## src/rtl/int_pkg.sv

```systemverilog
// int_pkg: shared constants, FSM encoding and vector lookup for the interrupt controller
package int_pkg;
  localparam int NIRQ = 4;
  localparam logic [9:0] INT_VEC_0 = 10'h3FB;
  localparam logic [9:0] INT_VEC_1 = 10'h3FE;
  localparam logic [9:0] INT_VEC_2 = 10'h3FD;
  localparam logic [9:0] INT_VEC_3 = 10'h3FC;
  typedef enum logic [1:0] {IDLE = 2'b00, REQ = 2'b01, SERVICE = 2'b10} state_t;
  function automatic logic [9:0] vec_of(input logic [1:0] idx);
    return idx == 2'd0 ? INT_VEC_0 : idx == 2'd1 ? INT_VEC_1 : idx == 2'd2 ? INT_VEC_2 : INT_VEC_3;
  endfunction
endpackage

```

## src/rtl/irq_sync_edge.sv

```systemverilog
// irq_sync_edge: multi-flop synchroniser for one request line plus rising-edge pulse
module irq_sync_edge #(
  parameter int STAGES = 2
) (
  input  logic clk,
  input  logic reset,
  input  logic din,
  output logic rise
);
  logic [STAGES-1:0] sync;
  logic prev;
  always_ff @(posedge clk or negedge reset)
    if (!reset) begin
      sync <= '0;
      prev <= 1'b0;
    end else begin
      sync <= {sync[STAGES-2:0], din};
      prev <= sync[STAGES-1];
    end
  assign rise = sync[STAGES-1] & ~prev;
endmodule

```

## src/rtl/int_ctrl.sv

```systemverilog
// int_ctrl: four-source fixed-priority interrupt controller with a single-level
// request/acknowledge/return handshake towards the CPU
module int_ctrl
  import int_pkg::*;
#(
  parameter int AW = 10,
  parameter int SYNC_STAGES = 2
) (
  input  logic            clk,
  input  logic            reset,
  input  logic [NIRQ-1:0] irq_in,
  input  logic            ie_we,
  input  logic [NIRQ-1:0] ie_wd,
  input  logic            gie,
  input  logic            int_ack,
  input  logic            reti,
  output logic            int_req,
  output logic [AW-1:0]   vector,
  output logic [NIRQ-1:0] pending,
  output logic [NIRQ-1:0] in_service,
  output logic [NIRQ-1:0] ie
);
  state_t state;
  logic [1:0] idx, win;
  logic [NIRQ-1:0] rise, eligible, clr;
  genvar i;
  for (i = 0; i < NIRQ; i++) begin : g_sync
    irq_sync_edge #(.STAGES(SYNC_STAGES)) u_sync (
      .clk  (clk),
      .reset(reset),
      .din  (irq_in[i]),
      .rise (rise[i])
    );
  end
  always_comb begin
    eligible = gie ? pending & ie : '0;
    win = eligible[0] ? 2'd0 : eligible[1] ? 2'd1 : eligible[2] ? 2'd2 : 2'd3;
    clr = (state == REQ && int_ack) ? 4'b0001 << idx : '0;
  end
  // a fresh edge on the acknowledged line survives the clear
  always_ff @(posedge clk or negedge reset)
    if (!reset) begin
      state      <= IDLE;
      idx        <= 2'd0;
      int_req    <= 1'b0;
      vector     <= '0;
      pending    <= '0;
      in_service <= '0;
      ie         <= '0;
    end else begin
      pending <= (pending & ~clr) | rise;
      if (ie_we) ie <= ie_wd;
      case (state)
        IDLE:
          if (|eligible) begin
            idx     <= win;
            int_req <= 1'b1;
            vector  <= AW'(vec_of(win));
            state   <= REQ;
          end
        REQ:
          if (int_ack) begin
            in_service <= 4'b0001 << idx;
            int_req    <= 1'b0;
            state      <= SERVICE;
          end else if (!gie || !ie[idx]) begin
            int_req <= 1'b0;
            vector  <= '0;
            state   <= IDLE;
          end
        SERVICE:
          if (reti) begin
            in_service <= '0;
            vector     <= '0;
            state      <= IDLE;
          end
        default: begin
          int_req    <= 1'b0;
          vector     <= '0;
          in_service <= '0;
          state      <= IDLE;
        end
      endcase
    end
endmodule

```

## config.mk

```make
export PLATFORM = sky130hd
export DESIGN_NAME = int_ctrl
export DESIGN_NICKNAME = d
export VERILOG_FILES = /design/src/rtl/int_pkg.sv /design/src/rtl/irq_sync_edge.sv /design/src/rtl/int_ctrl.sv
export SDC_FILE = /design/constraint.sdc
export NUM_CORES = 1
export LEC_CHECK = 0
export ABC_AREA = 1
export CAP_MARGIN = 25
export CELL_PAD_IN_SITES_DETAIL_PLACEMENT = 1
export CELL_PAD_IN_SITES_GLOBAL_PLACEMENT = 1
export CORE_UTILIZATION = 38
export CTS_CLUSTER_DIAMETER = 40
export DETAILED_ROUTE_END_ITERATION = 7
export PLACE_DENSITY_LB_ADDON = 0.1
export SETUP_SLACK_MARGIN = 0.05
export SLEW_MARGIN = 20
export SYNTH_ARGS = -nofsm -noshare
export SYNTH_HDL_FRONTEND = slang
export SYNTH_HIERARCHICAL = 1
export SYNTH_SLANG_ARGS = --single-unit
```

## constraint.sdc

```tcl
create_clock -name clk -period 4 [get_ports clk]
set_clock_uncertainty 0.2 [all_clocks]
set_input_delay 1.2 -clock clk [delete_from_list [all_inputs] [get_ports clk]]
set_output_delay 1.2 -clock clk [all_outputs]
set_load 0.02 [all_outputs]
```

Word-level counts from Yosys, hierarchy flattened
Cells that the tools add are included.
{ "word_totals": {"input_bits": 14, "ff_bits": 39, "output_inout_bits": 23, "elab_cells": 80} }
{ "classes": {"n_reduce_logical": 12, "magnitude_cmp": 1, "shifts": 1, "n_bitwise": 14, "n_eq_ne": 10, "muxes": 27} }
{ "ops": {"columns": ["cell", "count"], "rows": [
  ["$mux 10", 4],
  ["$pmux 10 s3", 1],
  ["$mux 4", 4],
  ["$mux 2", 7],
  ["$pmux 4 s3", 1],
  ["$reduce_and 3->1", 3],
  ["$and 4x4->4", 2],
  ["$ne 2x2->1 const B", 4],
  ["$mux 1", 6],
  ["$not 1->1", 6],
  ["$pmux 2 s3", 1],
  ["$and 1x1->1", 4],
  ["$eq 2x1->1 const B", 2],
  ["$eq 2x2->1 const B", 2],
  ["$logic_not 2->1", 2],
  ["$not 4->4", 1],
  ["$or 4x4->4", 1],
  ["$reduce_and 4->1", 1],
  ["$reduce_or 4->1", 1],
  ["$shl 1x2->4 const A", 1],
  ["$lt 2x3->1 const B", 1],
  ["$mux 3", 1],
  ["$ne 3x2->1 const B", 1],
  ["$pmux 1 s3", 1],
  ["other kinds (6)", 7]
]} }

Logic depth before layout (Yosys ltp)
Gate-level depths: netlist of run 1.
{ "depth": {"depth_word": 11, "ltp_mapped": 9, "ltp_nobuf": 9} }

Hierarchy
The synthesis of run 1 kept the hierarchy.
{ "modules_own_cells": {"columns": ["module", "cells_per_inst", "area_each_um2", "instances", "seq_area_each_um2"], "rows": [
  ["int_ctrl", 113, 1032.2, 1, 525.5],
  ["irq_sync_edge", 5, 85.1, 4, 75.1]
]} }

Worst setup path before layout of run 1
No wires, ideal clock.
{ "synth_timing": {"path_type": "flip-flop to output port", "startpoint": "register, netlist name vector[8]", "endpoint": "output vector[4]", "path_stages_with_launch": 2, "path_slack_ns": 1.880, "path_buffers": 1, "required_time_ns": 2.600, "arrival_time_ns": 0.720, "cell_sequence": "dfrtp_1 -> buf_4"} }
{ "synth_lines": {"columns": ["item", "line_no", "source"], "rows": [
  ["to (decl)", "int_ctrl.sv:18", "output logic [AW-1:0] vector,"]
]} }

==> results of run 1 <==
kinds of logic (layout without fill, tap and decap cells):
group / count (synthesis) / after routing / synth area share, %
mux: 4 / 4 / 3.28
simple gates: 55 / 55 / 19.7
compound gates: 15 / 15 / 8.11
flops: 33 / 33 / 60.2
buf+inv: 26 / 64 / 8.75
metrics by stage:
| step | power (W) | instances | setup slack (ns) | instance area (um2) |
|---|---|---|---|---|
| finish | 0.00130 | 217 | 1.13 | 1810 |
| global route | 0.00139 | 217 | 1.05 | 1810 |
| CTS | 0.00132 | 217 | 1.10 | 1810 |
| detailed placement | 0.00112 | 210 | 1.16 | 1750 |
| global placement | 0.00110 | 210 | 1.25 | 1750 |
| floorplan | 0.000879 | 133 | 1.88 | 1370 |
per-layer routing:
layer / global-route usage [%] / vias to the layer above / part of all wire, %
met5: 0 / - / 0
met4: 7.85 / 0 / 1.7
met3: 5.70 / 6 / 5.5
met2: 32.4 / 28 / 53
met1: 20.3 / 499 / 39
li1: - / 478 / -
worst max-delay path by stage:
stage	startpoint	end	slack, ns	depth (start not counted)
floorplan	vector[8]	vector[4]	1.88	1
global placement	gie	vector[0]	1.25	8
detailed placement	gie	vector[0]	1.16	8
CTS	vector[8]	vector[7]	1.10	1
global route	vector[8]	vector[7]	1.05	1
finish	vector[8]	vector[7]	1.13	1
flip-flops by register name (all words and copies together) (netlist names):
name                count
g_sync.u_sync/sync      8
g_sync.u_sync/prev      4
ie                      4
in_service              4
pending                 4
vector                  4
idx                     2
state                   2
int_req                 1
cell type report:
type	instances	area share, %
Clock inverter	1	0.414
Tap cell	46	3.18
Sequential cell	33	45.6
Clock buffer	6	2.83
Timing Repair Buffer	37	20.3
Inverter	20	4.14
Multi-Input combinational cell	74	23.5
power breakdown:
| group | switching [W] | internal [W] |
|---|---|---|
| clock network | 0.000111 | 0.0000822 |
| logic | 0.000344 | 0.000266 |
| registers | 0.0000804 | 0.000420 |
| total | 0.000535 | 0.000768 |
placed cells by master, fill, tap and decap left out:
cell / synthesis / layout
clkinvlp_4: 0 / 1
nand2_1: 29 / 29
nand2_2: 2 / 2
nor2_1: 3 / 3
clkbuf_8: 0 / 1
mux2_2: 4 / 4
o21ai_2: 1 / 1
nor2_2: 4 / 4
clkdlybuf4s50_1: 0 / 36
nor3_1: 4 / 4
or2_1: 1 / 1
a21o_1: 4 / 4
o21bai_1: 7 / 7
inv_2: 4 / 4
a21boi_0: 1 / 1
nand3_1: 7 / 7
o21a_1: 1 / 1
buf_4: 6 / 1
nor2_4: 1 / 1
or2_0: 1 / 1
inv_1: 16 / 16
dfrtp_1: 33 / 33
clkbuf_4: 0 / 5
o21ai_1: 1 / 1
nand2_4: 3 / 3
==> key figures, run 1 <==
Synthesis
  – Main synth FF type: dfrtp_1
  – Most frequent cell after synthesis: dfrtp_1
  – Count of state elements after synthesis: 33
  – Synth top area share: 60.2%
  – Mean Syn Cell Area: 10.3 um2
  – Area leader, netlist: dfrtp_1
  – Synth unique cells: 21
  – Synth warn: 6
  – Post-synth EDFFs: 0
  – Post-synthesis async set-or-reset flop share: 100%
  – Net Count, Synth: 147
  – Post-Syn Area: 1370 um2
  – Commonest cells post-synth: dfrtp_1, nand2_1, inv_1
  – Seq/Total Area, Yosys: 60.2%
  – Gate Count Post-Synth: 133
  – Synth area leaders: dfrtp_1, nand2_1, inv_1

STA
  – # setup viols final: 0
  – Setup_tns: 0 ns
  – Hold Vio Cnt, Final: 0
  – Worst rel slew slack: 72.9%
  – Max-slew violations: 0
  – Hold slack: 0.157 ns
  – Final period util: 71.7%
  – Worst slew pin tran: 0.407 ns
  – Fmax: 0.349 GHz
  – RSZ-0062 raised after global routing: no
  – Minimum clock period: 2.87 ns

Routing
  – Starting DRT DRC Count: 32
  – WL per Instance: 14.0 um
  – Drt via density: 4.66
  – DR DRC count: 0
  – DR vias: 1011
  – ANT nets after route: 0
  – Router iterations before antenna repair: 3
  – Drt total wl: 3050 um

Clock tree
  – CTS max path bufs: 2
  – Clock root cell: clkbuf_4
  – CTS tree: built
  – TritonCTS Buffers: 5
  – Clock slew at the register clock pins of the worst setup and hold paths: 0.11 ns
  – Resized cells post-CTS: 0
  – Worst-Skew Late Latency: 0.34 ns
  – Sink Count: 33
  – H-Tree Depth: 2
  – Setup bufs post-CTS: 0
  – CTS Hold Bufs: 0

Global route
  – Vias in the first global route: 1145
  – Gr usage total: 18.4%
  – Initial antenna violation count: 0
  – Remaining global-route overflow: 0
  – Largest net degree at the start of global routing: 34
  – First-pass GRT wire length: 5310 um

Critical path
  – Worst reg2reg path startpoint: idx[0]
  – Critical path class: register to output port
  – WP data required: 2.60 ns
  – RR Endpoint: vector[2]
  – CP max FO: 8
  – Worst path max stage delay: 0.66 ns
  – Cells along the critical path: clkdlybuf4s50_1
  – CP endpoint kind: output port
  – Crit path DAT: 1.47 ns
  – Worst reg2reg setup slack: 2.48 ns
  – Slowest-stage cell, CP: clkdlybuf4s50_1
  – Buffers & Inverters on Critical Path: 1
  – Kind of cell adding the most delay to the critical path: buffers and inverters
  – CP Launch Type: register
  – Reg2Reg Depth: 9

Layout
  – Layout fillers: 387
  – Nets: 185
  – Layout area overhead: 32.0%
  – Post-layout util: 53.5%
  – Diodes inserted: 0
  – Multi-input logic area: 427 um2
  – Share of cells above drive strength 1: 15.8%
  – Register area: 826 um2

Hold path
  – Worst Hold Depth: 0
  – Worst hold endpoint: g_sync[1].u_sync/sync[1]
  – Hold Crit Class: register to register
  – Hold Crit Start: g_sync[1].u_sync/sync[0]

Placed design
  – PortBufs: 36
  – Dpl hpwl: 2320 um
  – Placer Congestion: 0.776

Run
  – Max-cap viol count: 0

Floorplanning
  – Core box area: 3390 um2
  – IO Count: 37
  – Initial Utilization: 40.5%
  – Die footprint: 3860 um2
  – Die Ht: 62.1 um
  – Die X: 62.1 um
  – Rows: 21

Pwr
  – Pleak: 0.924 nW
  – Peak supply drop: 0.262 mV
  – PwrDens: 719 nW/um2

Outcome
  – Status: completed
(Power assumes the default switching activity.)
==> run 2: changes to the inputs <==
CORE_UTILIZATION = 36   (was 38)
clock period = 2.7 ns   (was 4 ns; I/O delays follow)
==> run 2 against run 1 <==
Net effect:
- global-route usage down 1.5 points
- register-to-register slack lost 1.3 ns
- critical path type unchanged
- combinational power increased by 46%
- critical endpoint is now vector[9]
- setup slack lost 0.84 ns
- die area increased by 5.4%
==> key figures, run 2 (same netlist as run 1, synthesis figures left out) <==
Clock tree
  – H-Tree Depth: 2 (unchanged)
  – Resized cells post-CTS: 0 (unchanged)
  – Sink Count: 33 (unchanged)
  – CTS Hold Bufs: 0 (unchanged)
  – Clock slew at the register clock pins of the worst setup and hold paths: 0.07 ns (-0.04 ns)
  – CTS tree: built
  – Worst-Skew Late Latency: 0.28 ns (-0.06 ns)
  – TritonCTS Buffers: 5 (unchanged)
  – Setup bufs post-CTS: 0 (unchanged)
  – Clock root cell: clkbuf_8
  – CTS max path bufs: 2 (unchanged)

Critical path
  – Critical path class: register to output port
  – Cells along the critical path: clkdlybuf4s50_1
  – Crit path DAT: 1.40 ns (-0.07 ns)
  – CP Launch Type: register
  – WP data required: 1.69 ns (-0.91 ns)
  – CP max FO: 8 (unchanged)
  – Buffers & Inverters on Critical Path: 1 (unchanged)
  – Kind of cell adding the most delay to the critical path: buffers and inverters
  – Slowest-stage cell, CP: clkdlybuf4s50_1
  – CP endpoint kind: output port
  – Worst path max stage delay: 0.66 ns (about the same)

Routing
  – M1 wire length: 1320 um (+9.4%)
  – Met3 routed WL: 100 um (-41%)
  – Drt via density: 4.60 (-1.3%)
  – Starting DRT DRC Count: 21 (-34%)
  – DR DRC count: 0 (unchanged)
  – WL met2: 1450 um (-10%)
  – WL per Instance: 13.3 um (-5.5%)
  – DR vias: 1012 (+0.099%)
  – Drt total wl: 2920 um (-4.2%)
  – Router iterations before antenna repair: 4 (+1)
  – Uppermost layer routed: met4
  – ANT nets after route: 0 (unchanged)

Layout
  – Multi-input logic area: 427 um2 (unchanged)
  – Layout fillers: 425 (+9.8%)
  – Diodes inserted: 0 (unchanged)
  – Leading cell type in the layout, fill and taps excluded: clkdlybuf4s50_1
  – Register area: 826 um2 (unchanged)
  – Layout area overhead: 36.4%
  – Share of cells above drive strength 1: 15.7% (-0.092 points)
  – Largest Register: g_sync.u_sync/sync
  – Nets: 185 (unchanged)
  – Post-layout util: 51.1% (-2.3 points)
  – Largest register FFs: 8 (unchanged)
  – Most frequent cells in the layout: clkdlybuf4s50_1, dfrtp_1, nand2_1

Floorplanning
  – Die X: 63.7 um (+2.6%)
  – Die footprint: 4060 um2 (+5.4%)
  – IO Count: 37 (unchanged)
  – Initial Utilization: 37.5% (-3.0 points)
  – Core box area: 3660 um2 (+8.0%)
  – Die Ht: 63.7 um (+2.6%)
  – Rows: 22 (+4.8%)

Global route
  – Initial antenna violation count: 0 (unchanged)
  – Remaining global-route overflow: 0 (unchanged)
  – Gr usage total: 16.9% (-1.5 points)
  – Vias in the first global route: 1066 (-6.9%)
  – Largest net degree at the start of global routing: 34 (unchanged)
  – First-pass GRT wire length: 5080 um (-4.3%)

STA
  – Worst slew pin tran: 0.414 ns (+0.00774 ns)
  – Max-slew violations: 0 (unchanged)
  – Worst rel slew slack: 72.4% (-0.52 points)
  – Final period util: 89.3%
  – Setup_tns: 0 ns (unchanged)
  – Minimum clock period: 2.41 ns
  – Fmax: 0.415 GHz
  – # setup viols final: 0 (unchanged)
  – RSZ-0062 raised after global routing: no
  – Hold Vio Cnt, Final: 0 (unchanged)

Placed design
  – Placer Congestion: 0.786 (+1.3%)
  – PortBufs: 36 (unchanged)
  – Dpl hpwl: 2110 um (-8.9%)

Hold path
  – Hold Crit Class: register to register

Pwr
  – Pleak: 0.953 nW (+3.0%)
  – Peak supply drop: 0.521 mV (+99%)
  – PwrDens: 1130 nW/um2 (+57%)

Run
  – Max-cap viol count: 0 (unchanged)

Outcome
  – Status: completed
## run 2: cell types whose count changed in the layout (fill, tap and decap cells not counted)
cell | before | now
clkbuf_4 | 5 | 0
clkbuf_1 | 0 | 1
clkbuf_8 | 1 | 6
clkinvlp_4 | 1 | 0
bufinv_16 | 0 | 1
## run 2: metrics by stage
stage / hold slack, ns / area, um2 / setup slack, ns / std cells / total power [W]
floorplan: 0.131 / 1370 / 0.970 / 133 / 0.00130
global placement: 0.134 / 1760 / 0.346 / 212 / 0.00163
detailed placement: 0.136 / 1760 / 0.269 / 212 / 0.00165
CTS: 0.151 / 1870 / 0.268 / 220 / 0.00214
global route: 0.157 / 1870 / 0.228 / 220 / 0.00225
finish: 0.148 / 1870 / 0.290 / 220 / 0.00211
## run 2: area by class of cell
type	count	area share [%]
Clock inverter	1	1.60
Inverter	20	4.01
Tap cell	48	3.21
Multi-Input combinational cell	74	22.8
Timing Repair Buffer	37	19.7
Clock buffer	7	4.61
Sequential cell	33	44.1
## run 2: final timing paths
path                                     startpoint                       end  slack (ns)  cells past startpoint
max reg2reg                                state[1]                pending[3]        1.21                      5
min in group asynchronous                     reset                 vector[0]        0.74                      2
min                        g_sync[1].u_sync/sync[0]  g_sync[1].u_sync/sync[1]        0.15                      0
min reg2reg                g_sync[1].u_sync/sync[0]  g_sync[1].u_sync/sync[1]        0.15                      0
max in group asynchronous                     reset                    idx[1]        1.26                      2
max                                       vector[8]                 vector[9]        0.29                      1
## run 2: power breakdown
part,switching [W],internal (W),total (W),leakage [nW]
clock network,0.000178,0.000301,0.000479,0.0585
registers,0.000115,0.000623,0.000738,0.390
logic,0.000498,0.000394,0.000892,0.504
total,0.000791,0.00132,0.00211,0.953
## run 2: layer usage
| metal | global-route usage [%] | vias up |
|---|---|---|
| met2 | 27.8 | 20 |
| met5 | 0 | - |
| met4 | 8.52 | 0 |
| met3 | 3.93 | 6 |
| met1 | 20.6 | 500 |
| li1 | - | 486 |
==> run 3: changes to the inputs <==
SLEW_MARGIN = 10   (was 20)
==> results of run 3 <==
No change in the layout: final DEF, timing and power equal those of run 2.
